## src/rtl/arb2x1_stream.sv

```systemverilog
`default_nettype none
// ============================================================================
// Module   : arb2x1_stream
// Purpose  : Two-input round-robin valid/ready arbiter with a registered
//            single-entry output stage and a registered mux-select tag.
//            Optional feature macro: ARB2X1_BURST_EN (bounded burst grants).
// Revision : 1.0 - initial release
// ============================================================================
module arb2x1_stream #(
  parameter int WIDTH     = 8,
  parameter int BURST_LEN = 4
) (
  input  logic             clk,
  input  logic             rst_n,
  input  logic [WIDTH-1:0] a_data,
  input  logic             a_valid,
  output logic             a_ready,
  input  logic [WIDTH-1:0] b_data,
  input  logic             b_valid,
  output logic             b_ready,
  output logic [WIDTH-1:0] out_data,
  output logic             out_valid,
  input  logic             out_ready,
  output logic             sel
);

  generate
    if (BURST_LEN < 1 || BURST_LEN > 255) begin : g_burst_len_check
      $error("arb2x1_stream: BURST_LEN must be within 1..255");
    end
  endgenerate

  logic last_a;   // 1: most recent transfer came from A
  logic grant_a;
  logic grant_b;
  logic load;

`ifdef ARB2X1_BURST_EN
  localparam logic [7:0] BURST_MAX = 8'(BURST_LEN);
  logic [7:0] burst_cnt;
  logic       keep_owner;

  // A zero count means no owner yet, so the first tie goes to the non-last side.
  assign keep_owner = (burst_cnt != 8'd0) && (burst_cnt < BURST_MAX);
`endif

  always_comb begin
    grant_a = 1'b0;
    grant_b = 1'b0;
    if (a_valid && b_valid) begin
`ifdef ARB2X1_BURST_EN
      grant_a = keep_owner ? last_a : !last_a;
`else
      grant_a = !last_a;
`endif
      grant_b = !grant_a;
    end else begin
      grant_a = a_valid;
      grant_b = b_valid;
    end
  end

  assign load = !out_valid || out_ready;

  // Gating with rst_n keeps any handshake from completing while reset is held.
  assign a_ready = rst_n && load && grant_a;
  assign b_ready = rst_n && load && grant_b;

  always_ff @(posedge clk or negedge rst_n) begin
    if (!rst_n) begin
      out_valid <= 1'b0;
      out_data  <= '0;
      sel       <= 1'b0;
      last_a    <= 1'b0;
    end else if (load) begin
      if (grant_a || grant_b) begin
        out_valid <= 1'b1;
        out_data  <= grant_a ? a_data : b_data;
        sel       <= grant_a;
        last_a    <= grant_a;
      end else begin
        out_valid <= 1'b0;
      end
    end
  end

`ifdef ARB2X1_BURST_EN
  always_ff @(posedge clk or negedge rst_n) begin
    if (!rst_n) begin
      burst_cnt <= 8'd0;
    end else if (load && (grant_a || grant_b)) begin
      if (grant_a == last_a) begin
        burst_cnt <= (burst_cnt >= BURST_MAX) ? BURST_MAX : burst_cnt + 8'd1;
      end else begin
        burst_cnt <= 8'd1;
      end
    end
  end
`endif

endmodule
`default_nettype wire

```

## config.mk

```make
export PLATFORM = sky130hd
export DESIGN_NAME = arb2x1_stream
export DESIGN_NICKNAME = d
export VERILOG_FILES = /design/src/rtl/arb2x1_stream.sv
export SDC_FILE = /design/constraint.sdc
export NUM_CORES = 1
export LEC_CHECK = 0
export BUFFER_PORTS_ARGS = -buffer_cell sky130_fd_sc_hd__clkbuf_2
export CAP_MARGIN = 20
export CORE_ASPECT_RATIO = 0.8
export CORE_MARGIN = 5
export CORE_UTILIZATION = 23
export CTS_CLUSTER_SIZE = 24
export DETAILED_ROUTE_END_ITERATION = 7
export MAX_ROUTING_LAYER = met4
export SLEW_MARGIN = 15
export SYNTH_ARGS = -nofsm -noshare
export SYNTH_HDL_FRONTEND = slang
export SYNTH_SLANG_ARGS = --single-unit
```

## constraint.sdc

```tcl
create_clock -name clk -period 4 [get_ports clk]
set_clock_uncertainty 0.15 [all_clocks]
set_input_delay 0.2 -clock clk [delete_from_list [all_inputs] [get_ports clk]]
set_output_delay 0.2 -clock clk [all_outputs]
set_load 0.01 [all_outputs]
```

==> results of run 1 <==
path summary, 6_finish.rpt:
kind / startpoint / slack, ns / endpoint / cells after the start
min: b_data[2] / 0.01 / out_data[2] / 3
min reg2reg: out_data[0] / 0.41 / out_data[0] / 2
max: sel / 2.04 / a_ready / 3
max in group asynchronous: rst_n / 3.29 / sel / 2
max reg2reg: sel / 2.46 / out_data[1] / 3
min in group asynchronous: rst_n / 0.19 / out_data[4] / 2
layout make-up:
class / instances / share of cell area [%]
sequential: 10 / 34.7
multi-input combinational: 42 / 31.9
timing repair buffer: 33 / 23.6
clock buffer: 4 / 5.03
tap: 25 / 4.33
inverter: 1 / 0.520
what timing repair did:
action | CTS | global route
resized for setup | 0 | 0
endpoints found under the hold margin | 10 | 0
hold buffers | 1 | 0
logic make-up after synthesis:
kind of cell,Yosys count
AND/OR/NAND/NOR,21
AO/OA/AOI/OAI,21
flip-flops,10
buffers and inverters,5
state kept, by name, indices dropped and copies added, names as in the netlist:
name and cells:
sel 1, out_valid 1, out_data 8
tightest hold or removal path: stages:
cell and delay, ns:
clkbuf_2 0.08, nand2_1 0.05, a31oi_1 0.07
power breakdown:
part | switching [mW] | leakage [nW] | internal, mW
combinational | 0.0427 | 0.232 | 0.0345
clock | 0.0378 | 0.0210 | 0.0552
sequential | 0.0115 | 0.111 | 0.117
placed cells by master (no fill, tap or decap), types with 2 or more instances in the layout:
cell type and count:
nand2b_1 2, dfrtp_1 10, a21oi_1 9, nand2_1 16
a31oi_1 8, clkbuf_4 3, clkbuf_2 32
per-stage QoR:
stage	instance area (sq um)	setup slack, ns	util [%]	std cells
final	722	2.04	33.7	115
after global routing	722	1.88	33.7	115
after CTS	722	1.98	33.7	115
after detailed placement	676	2.29	31.6	110
after global placement	676	2.34	31.6	110
after floorplan	514	2.57	-	57
per-layer routing:
metal | track usage, % | up-vias | routed length (um)
met5 | - | - | 0
met4 | 4.24 | 0 | 0
met3 | 3.43 | 0 | 104
met2 | 14.5 | 20 | 640
met1 | 11.9 | 236 | 675
li1 | - | 266 | -
==> qor.yml, run 1 <==
synth_mux_area_share_pct: 0
grt_remaining_overflow: 0
path_max_fanout: 9
hold-worst-slack_ns: 0.0143
synth_top_cell_area_share_pct: 48.7
ys_async_sr_fraction_pct: 100
synth_simple_gate_area_share_pct: 18.2
leakage_nw: 0.364
synthXorXnorAreaFrac_pct: 0
worstMarginPinSlew_ns: 0.673
clk_pin_slew_worst_paths_ns: 0.07
ys.flop_type: "dfrtp_1"
hold_class: "primary input to flip-flop"
power_uw: 299
synth_area_leaders: "dfrtp_1 (49%), nand2_1 (12%), a31oi_1 (9.7%)"
seq_area_frac_synth_pct: 48.7
synth_commonest_cells: "nand2_1 (16), dfrtp_1 (10), a21oi_1 (9)"
vdd_drop_max_mv: 0.167
antenna_found_initial: 0
vias_per_cell: 4.54
synth_top_family_by_area: "compound AO/OA/AOI/OAI gates"
routed-via-count: 522
crit_type: "flip-flop to primary output"
cp-end-kind: "primary output"
seq_area_sq_um: 250
clock_latency_ns: 0.26
hpwl_um: 1090
die_w_um: 62.9
synthDistinctLibCells: 16
p_per_area_nw_per_um2: 414
synth_cells: 57
path_buf_inv: 1
cts_buffers: 3
place.gp.congestion: 0.770
maxSlewViolCount: 0
syn-mean-instance-area_sq_um: 9.02
drv_cap: 0
diodes: 0
grt_pass1_wl_um: 2430
rows: 15
post_drt_wl_per_cell_um: 12.4
synth_seq_cells: 10
yosys_warnings: 0
cts_buffer_depth: 2
core_area_sq_um: 2140
cts_root_buf: "clkbuf_4"
cp_cell_sequence: "a21boi_1, and3_1, clkbuf_2"
critPathTopFamily: "compound AO/OA/AOI/OAI gates"
synth_top_cell_by_area: "dfrtp_1"
start_util_pct: 24.0
area_growth_pct: 40.4
fillCellCount: 236
final_antenna_net_count: 0
cpPeakStageDelay_ns: 0.55
fin_setup_tns_ns: 0
drt_iter0_drc: 11
h-tree-depth: 1
cp.required_ns: 3.65
final_hold_viol_count: 0
cp_slowest_cell: "a21boi_1"
crit_arrival_ns: 1.61
synth_most_common_cell: "nand2_1"
synth_adder_area_share_pct: 0
final_layout_size_suffix_gt1_share_pct: 43.3
critPathLaunchType: "flip-flop"
netlist_area_sq_um: 514
synthesis.nets: 78
drcViolationCount: 0
finalCritPeriodShare_pct: 49.1
grt_setup_unrepaired: "false"
die_y_um: 52.3
synth-compound-area-share_pct: 26.5
grt_max_degree: 15
cts_tree: "built"
grt_pass1_vias: 533
synth_edf_count: 0
cts_setup_buffers: 0
clkSinkCount: 10
routed_wl_um: 1420
port_buffers: 32
multi_input_comb_area_sq_um: 230
die_area_sq_um: 3290
nNetsFinal: 112
first_pass_iters: 4
fmax_mhz: 509
relSlewSlack_pct: 55.0
status: "completed"
track_usage_pct: 9.73
boundaryPins: 33
min_period_ns: 1.96
setup_viol_count_final: 0
Note: power is estimated with default switching activity, not from simulation.
==> run 2, diff against run 1 <==
Clock period 4 ns to 2 ns, I/O delays scaled along.
==> qor.yml, run 2 (same netlist as run 1, synthesis figures left out) <==
worstMarginPinSlew_ns: 0.277
final_hold_viol_count: 0
place.gp.congestion: 0.704
cp_cell_sequence: "dlygate4sd3_1, clkbuf_2, or2_4, and2_4, a31oi_2, dlygate4sd3_1"
first_pass_iters: 3
boundaryPins: 33
setup_slack_ns: 0.0713
grt_pass1_wl_um: 2630
cpPeakStageDelay_ns: 0.57
wl_met2_um: 727
cp.required_ns: 2.06
cts_buffers: 3
setup_viol_count_final: 0
routed_wl_um: 1570
track_usage_pct: 10.8
die_y_um: 52.3
routed-via-count: 589
drv_cap: 0
cp-end-kind: "flip-flop"
cts_setup_buffers: 0
fin_setup_tns_ns: 0
largest_reg_flops: 8
fin_cells: 133
rows: 15
clkSinkCount: 10
final_layout_size_suffix_gt1_share_pct: 38.9
antenna_found_initial: 0
grt_max_degree: 15
fmax_mhz: 518
leakage_nw: 0.438
dr_wl_met3_um: 98
core_area_sq_um: 2140
crit_arrival_ns: 1.99
dpl_worst_slack_ns: 0.610
crit_start: "b_valid"
regMostFlops: "out_data"
fin_area_sq_um: 905
post-place-cells: 111
vdd_drop_max_mv: 0.475
dpl_cell_area_sq_um: 683
power_uw: 652
h-tree-depth: 1
m1WireLength_um: 712
p_per_area_nw_per_um2: 720
whs_endpoint: "sel"
diodes: 0
top_regs: "out_data: 8 flops, out_valid: 1 flops, sel: 1 flops"
cts_buffer_depth: 2
die_area_sq_um: 3290
vias_per_cell: 4.43
hpwl_um: 1140
layout_common_cells: "clkbuf_2 (32), dlygate4sd3_1 (18), nand2_1 (16), dfrtp_1 (10), a21oi_1 (9)"
clock_latency_ns: 0.27
hp-start: "a_valid"
drcViolationCount: 0
cp_common_cell: "dlygate4sd3_1"
cp_slowest_cell: "dlygate4sd3_1"
crit_type: "primary input to flip-flop"
r2r_cells: 5
reg2reg_slack_ns: 0.20
layout_commonest_cell: "clkbuf_2"
hold-worst-slack_ns: 0.0199
cts_tree: "built"
nNetsFinal: 130
clk_pin_slew_worst_paths_ns: 0.06
final_antenna_net_count: 0
grt_remaining_overflow: 0
cts_root_buf: "clkbuf_4"
relSlewSlack_pct: 81.6
drt_iter0_drc: 6
path_max_fanout: 10
r2r-start: "sel"
area_growth_pct: 75.9
r2r-end: "out_data[1]"
worstHoldPathCells: 3
port_buffers: 32
hold_class: "primary input to flip-flop"
grt_setup_unrepaired: "false"
critPathLaunchType: "primary input"
maxSlewViolCount: 0
status: "completed"
final_util_pct: 42.3
finalCritPeriodShare_pct: 96.4
die_w_um: 62.9
grt_pass1_vias: 595
min_period_ns: 1.93
start_util_pct: 24.0
post_drt_wl_per_cell_um: 11.8
highest_layer: "met4"
## run 2: changes by cell type in the layout (fill, tap and decap cells not counted), sizes merged
| cell | before | now |
|---|---|---|
| buf | 0 | 1 |
| dlygate4sd3 | 1 | 18 |
## run 2: cell type report
class | instances | area [sq um]
sequential | 10 | 250
clock buffer | 4 | 36.3
fill | 237 | 1230
multi-input combinational | 42 | 235
inverter | 1 | 3.75
tap | 25 | 31.3
timing repair buffer | 51 | 348
## run 2: per-layer routing
layer | up-vias | GRT usage, %
met1 | 261 | 11.6
met4 | 0 | 5.30
met2 | 23 | 17.9
met3 | 4 | 4.08
li1 | 301 | -
met5 | - | -
## run 2: worst max path at each step
stage,endpoint,slack (ns),cells past startpoint
2_1_floorplan,out_data[1],0.66,3
3_3_place_gp,out_data[1],0.67,3
3_5_place_dp,out_data[0],0.61,3
4_1_cts,out_data[1],0.01,6
5_1_grt,out_data[2],0.01,6
6_report,out_data[1],0.07,6
## run 2: critical path: cells and delay by family
kind	cells	cell delay, ns
buf+inv	3	1.24
simple gates	2	0.48
compound gates	1	0.16
## run 2: power by group
| group | switching (mW) | leakage [nW] | internal [mW] |
|---|---|---|---|
| clock | 0.0706 | 0.0210 | 0.111 |
| sequential | 0.0235 | 0.111 | 0.235 |
| combinational | 0.0952 | 0.306 | 0.117 |
## run 2: repair_timing
item                                   CTS  global route
setup endpoints to repair                0             8
endpoints found under the hold margin   19             0
gates resized for setup                  0             2
hold buffers                            18             0
